### config.mk
export PLATFORM = sky130hd
export DESIGN_NAME = dkong_obj_dma
export DESIGN_NICKNAME = d
export VERILOG_FILES = /design/src/rtl/dkong_obj_dma.sv
export SDC_FILE = /design/constraint.sdc
export NUM_CORES = 1
export LEC_CHECK = 0
export BUFFER_PORTS_ARGS = -buffer_cell sky130_fd_sc_hd__buf_2
export CAP_MARGIN = 5
export CORE_UTILIZATION = 58
export DETAILED_ROUTE_END_ITERATION = 6
export GPL_TIMING_DRIVEN = 0
export PLACE_DENSITY = 0.92
export SLEW_MARGIN = 20
export SYNTH_ARGS = -nofsm -noshare
export SYNTH_HDL_FRONTEND = slang
export SYNTH_SLANG_ARGS = --single-unit
### constraint.sdc
create_clock -name CLK_24M -period 4.45 [get_ports CLK_24M]
set_input_delay 0.89 -clock CLK_24M [delete_from_list [all_inputs] [get_ports CLK_24M]]
set_output_delay 0.89 -clock CLK_24M [all_outputs]
set_load 0.1 [all_outputs]
### src/rtl/dkong_obj_dma.sv
// Sprite-list DMA: copies LEN bytes from CPU work RAM into object RAM while
// holding the CPU bus. Three enable ticks per byte (read, latch, write), with
// a freeze-and-resume path when the CPU withdraws its bus acknowledge.
module dkong_obj_dma #(
    parameter logic [15:0] SRC_BASE = 16'h6900,
    parameter logic [9:0]  DST_BASE = 10'h000,
    parameter int unsigned LEN      = 384
) (
    input  logic        CLK_24M,
    input  logic        I_RST,
    input  logic        CLK_12M_EN,
    input  logic        I_DMA_START,
    input  logic        I_BUSAKn,
    output logic        O_BUSRQn,
    output logic [15:0] O_SRC_AB,
    output logic        O_SRC_RDn,
    input  logic [7:0]  I_SRC_DB,
    output logic [9:0]  O_OBJ_AB,
    output logic [7:0]  O_OBJ_DB,
    output logic        O_OBJ_WRn,
    output logic        O_BUSY,
    output logic        O_DONE
);

    localparam logic [9:0] LastIdx = 10'(LEN - 1);

    typedef enum logic [2:0] {StIdle, StReq, StRd, StLat, StWr, StDone} state_e;

    state_e      state_q;
    logic [9:0]  count_q;
    logic        start_prev_q;
    logic        pending_q;
    logic        hold_q;      // transfer frozen by a lost bus grant
    logic        busrqn_q;
    logic [15:0] src_ab_q;
    logic        src_rdn_q;
    logic [9:0]  obj_ab_q;
    logic [7:0]  obj_db_q;
    logic        obj_wrn_q;
    logic        busy_q;
    logic        done_q;
    logic        start_edge;
    logic        in_xfer;

    assign start_edge = I_DMA_START & ~start_prev_q;
    assign in_xfer    = (state_q == StRd) || (state_q == StLat) || (state_q == StWr);

    // Transfer FSM; every output is registered and set on entry to the state it belongs to.
    always_ff @(posedge CLK_24M) begin
        if (I_RST) begin
            state_q      <= StIdle;
            count_q      <= '0;
            start_prev_q <= 1'b0;
            pending_q    <= 1'b0;
            hold_q       <= 1'b0;
            busrqn_q     <= 1'b1;
            src_ab_q     <= SRC_BASE;
            src_rdn_q    <= 1'b1;
            obj_ab_q     <= DST_BASE;
            obj_db_q     <= '0;
            obj_wrn_q    <= 1'b1;
            busy_q       <= 1'b0;
            done_q       <= 1'b0;
        end else if (CLK_12M_EN) begin
            start_prev_q <= I_DMA_START;
            done_q       <= 1'b0;
            // One-deep request queue; the DONE arm below consumes it.
            if (start_edge && (state_q == StReq || in_xfer)) begin
                pending_q <= 1'b1;
            end
            unique case (state_q)
                StIdle: begin
                    if (start_edge) begin
                        state_q  <= StReq;
                        count_q  <= '0;
                        busy_q   <= 1'b1;
                        busrqn_q <= 1'b0;
                    end
                end
                StReq: begin
                    if (!I_BUSAKn) begin
                        state_q   <= StRd;
                        src_ab_q  <= SRC_BASE + {6'd0, count_q};
                        src_rdn_q <= 1'b0;
                    end
                end
                StRd, StLat, StWr: begin
                    if (I_BUSAKn) begin
                        hold_q    <= 1'b1;
                        src_rdn_q <= 1'b1;
                        obj_wrn_q <= 1'b1;
                    end else if (hold_q) begin
                        // Grant back: replay the frozen state's strobe for one tick.
                        hold_q    <= 1'b0;
                        src_rdn_q <= (state_q != StRd);
                        obj_wrn_q <= (state_q != StWr);
                    end else if (state_q == StRd) begin
                        state_q   <= StLat;
                        src_rdn_q <= 1'b1;
                    end else if (state_q == StLat) begin
                        state_q   <= StWr;
                        obj_db_q  <= I_SRC_DB;
                        obj_ab_q  <= DST_BASE + count_q;
                        obj_wrn_q <= 1'b0;
                    end else begin
                        obj_wrn_q <= 1'b1;
                        count_q   <= count_q + 10'd1;
                        if (count_q == LastIdx) begin
                            state_q  <= StDone;
                            busrqn_q <= 1'b1;
                            done_q   <= 1'b1;
                        end else begin
                            state_q   <= StRd;
                            src_ab_q  <= SRC_BASE + {6'd0, count_q + 10'd1};
                            src_rdn_q <= 1'b0;
                        end
                    end
                end
                StDone: begin
                    if (pending_q || start_edge) begin
                        pending_q <= 1'b0;
                        state_q   <= StReq;
                        count_q   <= '0;
                        busrqn_q  <= 1'b0;
                    end else begin
                        state_q <= StIdle;
                        busy_q  <= 1'b0;
                    end
                end
                default: state_q <= StIdle;
            endcase
        end
    end

    assign O_BUSRQn  = busrqn_q;
    assign O_SRC_AB  = src_ab_q;
    assign O_SRC_RDn = src_rdn_q;
    assign O_OBJ_AB  = obj_ab_q;
    assign O_OBJ_DB  = obj_db_q;
    assign O_OBJ_WRn = obj_wrn_q;
    assign O_BUSY    = busy_q;
    assign O_DONE    = done_q;

endmodule
======== Word-level counts from Yosys, hierarchy flattened ========
Index checks and enable logic that the tools add are counted.
word-level totals
  bits in registers ....................... 55
  input bits .............................. 13
  word-level logic and storage cells ...... 116
cells by class
  add/sub/neg operators ................... 3
  eq/ne operators ......................... 21
  mux-type cells .......................... 55
  bitwise operators ....................... 5
  reductions and logical operators ........ 19
operators by type and width
  kind                      number
  $mux W16                  6
  $mux W10                  6
  $add A15 B10 Y16 const A  2
  $pmux W16 S2              1
  $mux W1                   30
  $pmux W10 S3              1
  $mux W3                   7
  $ne A2 B2 Y1 const B      10
  $reduce_and A8 Y1         2
  $pmux W3 S4               1
  $add A10 B1 Y10 const B   1
  $eq A10 B9 Y1 const B     1
  $ne A5 B5 Y1 const B      2
  $reduce_and A5 Y1         2
  $reduce_and A9 Y1         1
  $eq A3 B2 Y1 const B      2
  $eq A3 B3 Y1 const B      2
  $ne A3 B3 Y1 const B      2
  $reduce_and A6 Y1         1
  $logic_or A1 B1 Y1        4
  $not A1 Y1                4
  $pmux W1 S2               2
  $reduce_and A4 Y1         1
  $reduce_bool A2 Y1        2
  10 further kinds          10

======== Longest topological paths before layout ========
Gate-level depths: netlist (run 1).
  depth after elaboration ................. 8
  mapped depth ............................ 9
  gate-level depth less buffers ........... 8

======== Worst setup path before layout (run 1) ========
OpenSTA, ideal clock, no wires.
  path type ............................... input-to-reg
  from .................................... input I_BUSAKn
  to ...................................... register count_q[7]
  arrival time ............................ 2.173 ns
  required time ........................... 4.333 ns
  path slack .............................. 2.159 ns
  stages on the path ...................... 6
  buffers on the path ..................... 1
  cell sequence ........................... buf_6 or2_4 and2_4 nor4_4 o21ai_1 a32o_1
between the ends
  word-level cells in the longest chain between the ends .. 2
RTL lines
  element                      line  source
  from (decl)                  13    input logic I_BUSAKn,
  $ne A2 B2 Y1 (no line)       n/a
  $reduce_and A8 Y1 (no line)  n/a
  to (signal assigned)         107   count_q <= count_q + 10'd1;
  to (decl)                    30    logic [9:0] count_q;
Every way passes these cells.
A chain may end at the register's enable or synchronous reset.

======== Worst setup path in the final report (run 1) ========
  from .................................... register state_q[1]
  to ...................................... register src_ab_q[9] (netlist: O_SRC_AB[9])
between the ends
  word-level cells in the longest chain between the ends .. 4
RTL lines
  element                                                              line  source
  from (decl)                                                          29    state_e state_q;
  from (signal assigned)                                               51    state_q <= StIdle;
  from (signal assigned)                                               74    state_q <= StReq;
  from (signal assigned)                                               82    state_q <= StRd;
  $eq A3 B3 Y1, or another cell as far along                           71    unique case (state_q)
  $reduce_or A3 Y1                                                     71
  $ne A2 B2 Y1 (no line) / $reduce_bool A2 Y1 (equally long branches)  n/a
  $reduce_and A8 Y1 (no line)                                          n/a
  to (signal assigned)                                                 83    src_ab_q <= SRC_BASE + {6'd0, count_q};
  to (signal assigned)                                                 114   src_ab_q <= SRC_BASE + {6'd0, count_q + 10'd1};
  to (decl)                                                            35    logic [15:0] src_ab_q;
Parallel ways exist; a longest one is shown, timed or not.

==> metrics.cfg, run 1 <==
[route]
vias=2400
drt_iter0_drc=189
wl_per_cell_um=13.7
drc_errors=0
via_per_inst=5.74
ant_nets=0
wl_mm=5.73
first_pass_iters=5

[critical_path]
cp-start-kind=flip-flop
rr_worst_depth=9
cp.depth=9
crit_chain=nor2b_1 -> nor2_2 -> inv_2 -> buf_2 -> nand4_1 -> xnor2_1 -> ha_1 -> nand2_1 -> a21oi_1
cp_slowest_cell=dfxtp_1
cp.required_ps=4630
path_delay_family=simple AND/OR/NAND/NOR gates
path_class=flip-flop to flip-flop
cp_num_buf_inv=2
cp.arrival_ps=2400
cpPeakStageDelay_ps=470
critical_path.endpoint_type=flip-flop
crit_fanout=10

[placement]
port_buffers=45
pre_cts_ws_ps=1930
gp_congestion=0.919
placed_cells=410
dp_hpwl_mm=4.06

[power_and_ir_drop]
power_density_nw_per_um2=351
ir_worst_vdd_uv=240
cellLeakagePower_nw=1.12

[logic_synthesis]
synth_seq_area_share_pct=40.9
synth_top_area_share_pct=40.9
synth-compound-area-share_pct=19.7
yosys-top-cells-area=dfxtp_1 41%, nand2_1 9.2%, a21oi_1 7.6%
syn_area_um2=2450
synth.distinct_cells=51
yosysWarnings=0
avgSynthCellArea_um2=7.85
synth_xor_area_share_pct=2.86
synthAdderAreaFrac_pct=2.45
ys_seq_elements=50
ys_async_sr_fraction_pct=0
synth_top_cell_by_area=dfxtp_1
synth_edf_count=0
yosysMostFrequentCell=nand2_1
synth_flop_cell=dfxtp_1
syn-instance-count=312
yosys-mux-area-fraction_pct=2.45
synth_top_family_by_area=simple AND/OR/NAND/NOR gates
synth-simple-area-share_pct=25.3
synth_common_cells=60 x nand2_1, 50 x dfxtp_1, 37 x a21oi_1, 27 x nor2_1, 19 x o21ai_0

[clock_tree]
postCtsResizedCells=0
cts_made_buffers=5
worstSkewPairLatency_ps=310
clock-sinks=50
hold_buffers=0
cts_setup_buffers=0
cts_root_buf=clkbuf_8
htreeDepth=2
cts_tree=built
clockBufferDepth=2
path_clk_slew_ps=100

[final_layout]
drive_above_1_share_pct=21.5
insertedDiodeCount=0
stdcell_count=418
fillCellCount=334
area_growth_syn_to_layout_pct=15.9
layout.nets=384

[run]
drv_cap=0

[floorplan]
num_rows=23
fp.dieH_um=67.0
dieArea_um2=4490
die_width_um=67.0
ios=52
core_um2=4030
start_util_pct=60.8

[grt]
grt_max_degree=17
antenna_found_initial=0
track_usage_pct=27.1
grt_pass1_vias=2014
grt-ovfl-total=0
grt_pass1_wl_mm=9.12

[sta]
skew_ps=7.48
fin_crit_ps=2220
min_period_over_period_pct=49.8
max_freq_ghz=0.451
slew_violations=0
fin_ws_ps=2230
rsz0062_at_grt=no
final.setup.tns_ps=0
worst_hold_slack_ps=456
setup-violations-final=0
tightest_slew_ps=635
finalHoldViolations=0
slew_headroom_pct=57.4

[hold_path]
holdPathStages=2
worstHoldPathType=flip-flop to flip-flop

[status]
outcome=finished clean

-- layout make-up --
cell class,instances,area (µm²),share of cell area (%)
Clock inverter,3,21.3,0.749
Timing Repair Buffer,45,225,7.93
Multi-Input combinational cell,234,1310,46.1
Tap cell,50,62.6,2.20
Buffer,25,128,4.50
Sequential cell,50,1000,35.3
Inverter,6,22.5,0.793
Clock buffer,5,68.8,2.42
-- cells by family (layout without fill, tap and decap cells) --
group	count (synthesis)	in the layout
DFF	50	50
adders and majority gates	5	5
muxes	6	6
xor gates and xnor gates	8	8
buffers and inverters	31	84
AOI/OAI and AO/OA	81	81
other	2	5
and+or+nand+nor	129	129
-- registers in the layout (all words and copies together) (netlist names) --
name and cells:
O_OBJ_DB 8, O_BUSY 1, start_prev_q 1, O_SRC_RDn 1, O_DONE 1, O_BUSRQn 1, count_q 10, O_OBJ_AB 10
O_OBJ_WRn 1, O_SRC_AB 11, hold_q 1, pending_q 1, state_q 3
-- per-layer routing --
metal,share of wire [%],track usage [%]
met1,45,34.6
met2,47,45.2
met3,7.2,5.31
met4,1.4,8.78
met5,0,0
-- path summary, 6_finish.rpt --
path | startpoint | slack [ps] | to
worst max register to register | state_q[1] | 2230 | O_SRC_AB[9]
worst max-delay path | state_q[1] | 2230 | O_SRC_AB[9]
worst min register to register | O_OBJ_AB[6] | 460 | O_OBJ_AB[6]
worst min-delay path | O_OBJ_AB[6] | 460 | O_OBJ_AB[6]
-- per-stage QoR --
step / util (%) / total power, mW / instance area [µm²]
after CTS: 70.5 / 0.994 / 2840
after global placement: 68.2 / 0.730 / 2750
after detailed placement: 68.2 / 0.733 / 2750
after global routing: 70.5 / 1.03 / 2840
after floorplan: - / 0.688 / 2460
final: 70.5 / 0.997 / 2840
-- cells in the final DEF (no fill, tap or decap), drive strengths merged, types with 2 or more instances in the layout --
cell | Yosys | routed
conb | 2 | 5
clkinv | 0 | 2
nor3 | 3 | 3
xnor2 | 6 | 6
nand3 | 9 | 9
a211oi | 2 | 2
nand2 | 60 | 60
or2 | 2 | 2
inv | 6 | 6
o21ai | 21 | 21
ha | 4 | 4
nor2b | 5 | 5
xor2 | 2 | 2
nor2 | 28 | 28
dfxtp | 50 | 50
or3 | 2 | 2
nand4 | 4 | 4
and2 | 3 | 3
a21oi | 37 | 37
a31oi | 5 | 5
mux2i | 6 | 6
and3 | 4 | 4
o211ai | 3 | 3
buf | 13 | 58
a311oi | 5 | 5
nand2b | 2 | 2
clkbuf | 12 | 17
-- report_power, final --
group | leakage, nW | internal, mW | switching (mW)
logic | 0.672 | 0.0613 | 0.187
registers | 0.405 | 0.464 | 0.0140
clock network | 0.0441 | 0.111 | 0.160
total | 1.12 | 0.636 | 0.362
-- worst min-delay path: stages, from the launching register on --
cell,delay [ps]
dfxtp_1,320
nand2_1,50
a21oi_1,50
Note: power is estimated with default switching activity, not from simulation.
==> run 2, diff against run 1 <==
Settings changed: CORE_UTILIZATION 58 to 54, PLACE_DENSITY 0.92 to 0.87.
Clock period 4.45 ns to 2.3 ns, I/O delays scaled along.
==> metrics.cfg, run 2 (synthesis results as in run 1) <==
[status]
outcome=finished clean

[floorplan]
dieArea_um2=4810
fp.dieH_um=69.4
core_um2=4350
start_util_pct=56.3
ios=52
num_rows=24
die_width_um=69.4

[route]
drc_errors=0
wl_mm=5.64
wl_per_cell_um=13.4
vias=2366
drt_iter0_drc=174
ant_nets=0
first_pass_iters=4
via_per_inst=5.63

[sta]
slew_headroom_pct=59.3
worst_hold_slack_ps=378
min_period_over_period_pct=93.9
max_freq_ghz=0.463
final.setup.tns_ps=0
skew_ps=5.67
rsz0062_at_grt=no
tightest_slew_ps=606
finalHoldViolations=0
setup-violations-final=0
fin_crit_ps=2160
slew_violations=0

[placement]
port_buffers=45
dp_hpwl_mm=4.02
placed_cells=412
place_area_um2=2750
gp_congestion=0.935

[power_and_ir_drop]
ir_worst_vdd_uv=476
p_int_mw=1.34
p_sw_mw=0.682
combPwrFrac_pct=23.9
sw_frac_of_total_pct=33.7
cellLeakagePower_nw=1.13
p_seq_share_pct=45.7
clockPowerShare_pct=30.4
power_mw=2.02
power_density_nw_per_um2=706

[critical_path]
critical_path.endpoint_type=flip-flop
cp-start-kind=flip-flop
cp.required_ps=2480
cp.arrival_ps=2340
path_class=flip-flop to flip-flop
rr_worst_depth=9
r2r_setup_slack_ps=140
crit_fanout=10

[final_layout]
final_common_cell=nand2_1
area_growth_syn_to_layout_pct=17.0
layout.nets=384
stdcell_count=420
drive_above_1_share_pct=21.7
insertedDiodeCount=0
final_cell_mix=60 x nand2_1, 51 x buf_2, 50 x dfxtp_1
design_area_um2=2870
fillCellCount=383
largest_reg_flops=11

[grt]
grt_pass1_vias=2016
grt_max_degree=16
grt-ovfl-total=0
track_usage_pct=23.5
antenna_found_initial=0
grt_pass1_wl_mm=9.19

[clock_tree]
cts_made_buffers=5
htreeDepth=2
cts_setup_buffers=0
cts_root_buf=clkbuf_8
clock-sinks=50
clockBufferDepth=2
worstSkewPairLatency_ps=300
cts_tree=built
path_clk_slew_ps=90

[hold_path]
holdPathStages=3
worstHoldPathType=input port to flip-flop

[run]
drv_cap=0

-- run 2: area by class of cell --
type | instances | area [µm²] | share of cell area, %
buffer | 25 | 129 | 4.50
timing repair buffer | 45 | 225 | 7.86
sequential | 50 | 1000 | 34.9
inverter | 6 | 22.5 | 0.786
clock buffer | 6 | 72.6 | 2.53
tap | 52 | 65.1 | 2.27
clock inverter | 2 | 37.5 | 1.31
multi-input combinational | 234 | 1310 | 45.8
-- run 2: path summary, 6_finish.rpt --
kind | from | to
max | state_q[2] | O_SRC_AB[9]
min | I_SRC_DB[7] | O_OBJ_DB[7]
max reg2reg | state_q[2] | O_SRC_AB[9]
min reg2reg | O_OBJ_DB[7] | O_OBJ_DB[7]
-- run 2: power by group through the flow --
stage	combinational (mW)	sequential (mW)	clock, mW
after floorplan	0.246	1.08	0
after global placement	0.469	0.942	0
after detailed placement	0.474	0.943	0
after CTS	0.476	0.924	0.623
after global routing	0.511	0.929	0.659
final	0.482	0.925	0.615
-- run 2: critical path, stage by stage, from the launching register on --
cell	delay, ps
dfxtp_1	440
nor3b_2	340
nor2_2	160
inv_2	160
buf_2	250
nand4_1	140
xnor2_1	160
ha_1	270
nand2_1	60
a21oi_1	50
-- run 2: what timing repair did --
item	4_1_cts	5_1_grt
setup endpoints to repair	0	11
hold buffers	0	0
resized for setup	0	3
-- run 2: metrics by stage --
step                utilization (%)  setup WS, ps
floorplan                         -           439
global placement               63.2           170
detailed placement             63.2           136
CTS                            65.7           115
global route                   65.8          12.9
finish                         65.8           141
-- run 2: layer usage --
layer  up-vias  wire (µm)  global-route usage, %
li1       1175          -                      -
met1      1087       2560                   32.3
met2        97       2580                   36.8
met3         7        439                   5.67
met4         0         59                   6.58
met5         -          0                      0
==> run 3, diff against run 2 <==
Settings changed: RECOVER_POWER set to 100.
==> metrics.cfg, run 3 (synthesis results as in run 1) <==
[route]
wl_met3_um=434
wl_per_cell_um=13.4
wl_mm=5.64
ant_nets=0
drt_iter0_drc=141
via_per_inst=5.61
vias=2357
met2_length_mm=2.58
first_pass_iters=4
drc_errors=0
dr.max_layer_used=met4
wl_met1_mm=2.58

[clock_tree]
htreeDepth=2
cts_made_buffers=5
path_clk_slew_ps=90
clockBufferDepth=2
cts_root_buf=clkbuf_8
clock-sinks=50
cts_tree=built
worstSkewPairLatency_ps=300
cts_setup_buffers=0
hold_buffers=0

[power_and_ir_drop]
combPwrFrac_pct=23.3
p_seq_share_pct=46.1
power_density_nw_per_um2=714
p_int_mw=1.33
p_sw_mw=0.679
ir_worst_vdd_uv=476
sw_frac_of_total_pct=33.8
clockPowerShare_pct=30.6
power_mw=2.01
cellLeakagePower_nw=0.986

[floorplan]
die_width_um=69.4
num_rows=24
start_util_pct=56.3
fp.dieH_um=69.4
dieArea_um2=4810
ios=52
core_um2=4350

[placement]
placed_cells=412
dp_hpwl_mm=4.02
place_area_um2=2750
port_buffers=45
gp_congestion=0.935
pre_cts_ws_ps=136

[critical_path]
cp.required_ps=2480
cp-start-kind=flip-flop
path_class=flip-flop to flip-flop
cp.arrival_ps=2330
crit_fanout=10
critical_path.endpoint_type=flip-flop

[final_layout]
insertedDiodeCount=0
drive_above_1_share_pct=10.9
stdcell_count=420
post-route-util_pct=64.6
final_common_cell=nand2_1
fillCellCount=407
largest_reg_flops=11
final_cell_mix=60 x nand2_1, 50 x dfxtp_1, 48 x clkbuf_1
design_area_um2=2810
layout.nets=384
area_growth_syn_to_layout_pct=14.8

[sta]
worst_hold_slack_ps=379
skew_ps=4.81
finalHoldViolations=0
rsz0062_at_grt=no
tightest_slew_ps=1170
slew_violations=0
max_freq_ghz=0.465
slew_headroom_pct=22.1
min_period_over_period_pct=93.5
fin_ws_ps=150
fin_crit_ps=2150
final.setup.tns_ps=0
setup-violations-final=0

[grt]
grt-ovfl-total=0
antenna_found_initial=0
grt_max_degree=16
track_usage_pct=23.5
grt_pass1_vias=2016
grt_pass1_wl_mm=9.19

[status]
outcome=finished clean

[hold_path]
worstHoldPathType=input port to flip-flop

[run]
drv_cap=0

[run 3: cell types whose count changed in the layout (fill, tap and decap cells not counted), sizes merged]
cell / before / now
buf: 58 / 20
clkbuf: 18 / 56
[run 3: area by class of cell]
| cell class | count | area [µm²] | area share (%) |
|---|---|---|---|
| flip-flops and latches | 50 | 1000 | 35.6 |
| inverters | 6 | 22.5 | 0.801 |
| plain buffers | 25 | 128 | 4.54 |
| repair buffers | 45 | 181 | 6.45 |
| well taps | 52 | 65.1 | 2.31 |
| clock inverters | 2 | 37.5 | 1.34 |
| multi-input cells | 234 | 1300 | 46.4 |
| clock buffers | 6 | 72.6 | 2.58 |
[run 3: repair_timing]
action / in CTS / in global routing
resized for setup: 0 / 3
endpoints found under the setup margin: 0 / 11
endpoints found under the hold margin: 0 / 0
[run 3: metal layers]
layer,vias to the layer above,track usage [%]
met5,-,0
met4,0,6.58
met3,5,5.67
met2,88,36.8
met1,1089,32.3
li1,1175,-
[run 3: worst paths after layout]
kind,endpoint,slack (ps),from,depth (start not counted)
worst min register to register,O_OBJ_DB[7],460,O_OBJ_DB[7],2
worst max-delay path,O_SRC_AB[9],150,state_q[2],9
worst max register to register,O_SRC_AB[9],150,state_q[2],9
worst min-delay path,O_OBJ_DB[7],380,I_SRC_DB[7],3
[run 3: power groups by stage]
stage,combinational (mW),clock [mW],sequential (mW)
floorplan,0.246,0,1.08
global placement,0.469,0,0.942
detailed placement,0.474,0,0.943
CTS,0.476,0.623,0.924
global route,0.498,0.659,0.930
finish,0.469,0.615,0.925
[run 3: worst max-delay path: stages, from the launching register on]
cell and delay (ps):
dfxtp_1 440, nor3b_2 340, nor2_2 160, inv_2 160, buf_2 240, nand4_1 140
xnor2_1 160, ha_1 270, nand2_1 60, a21oi_1 50
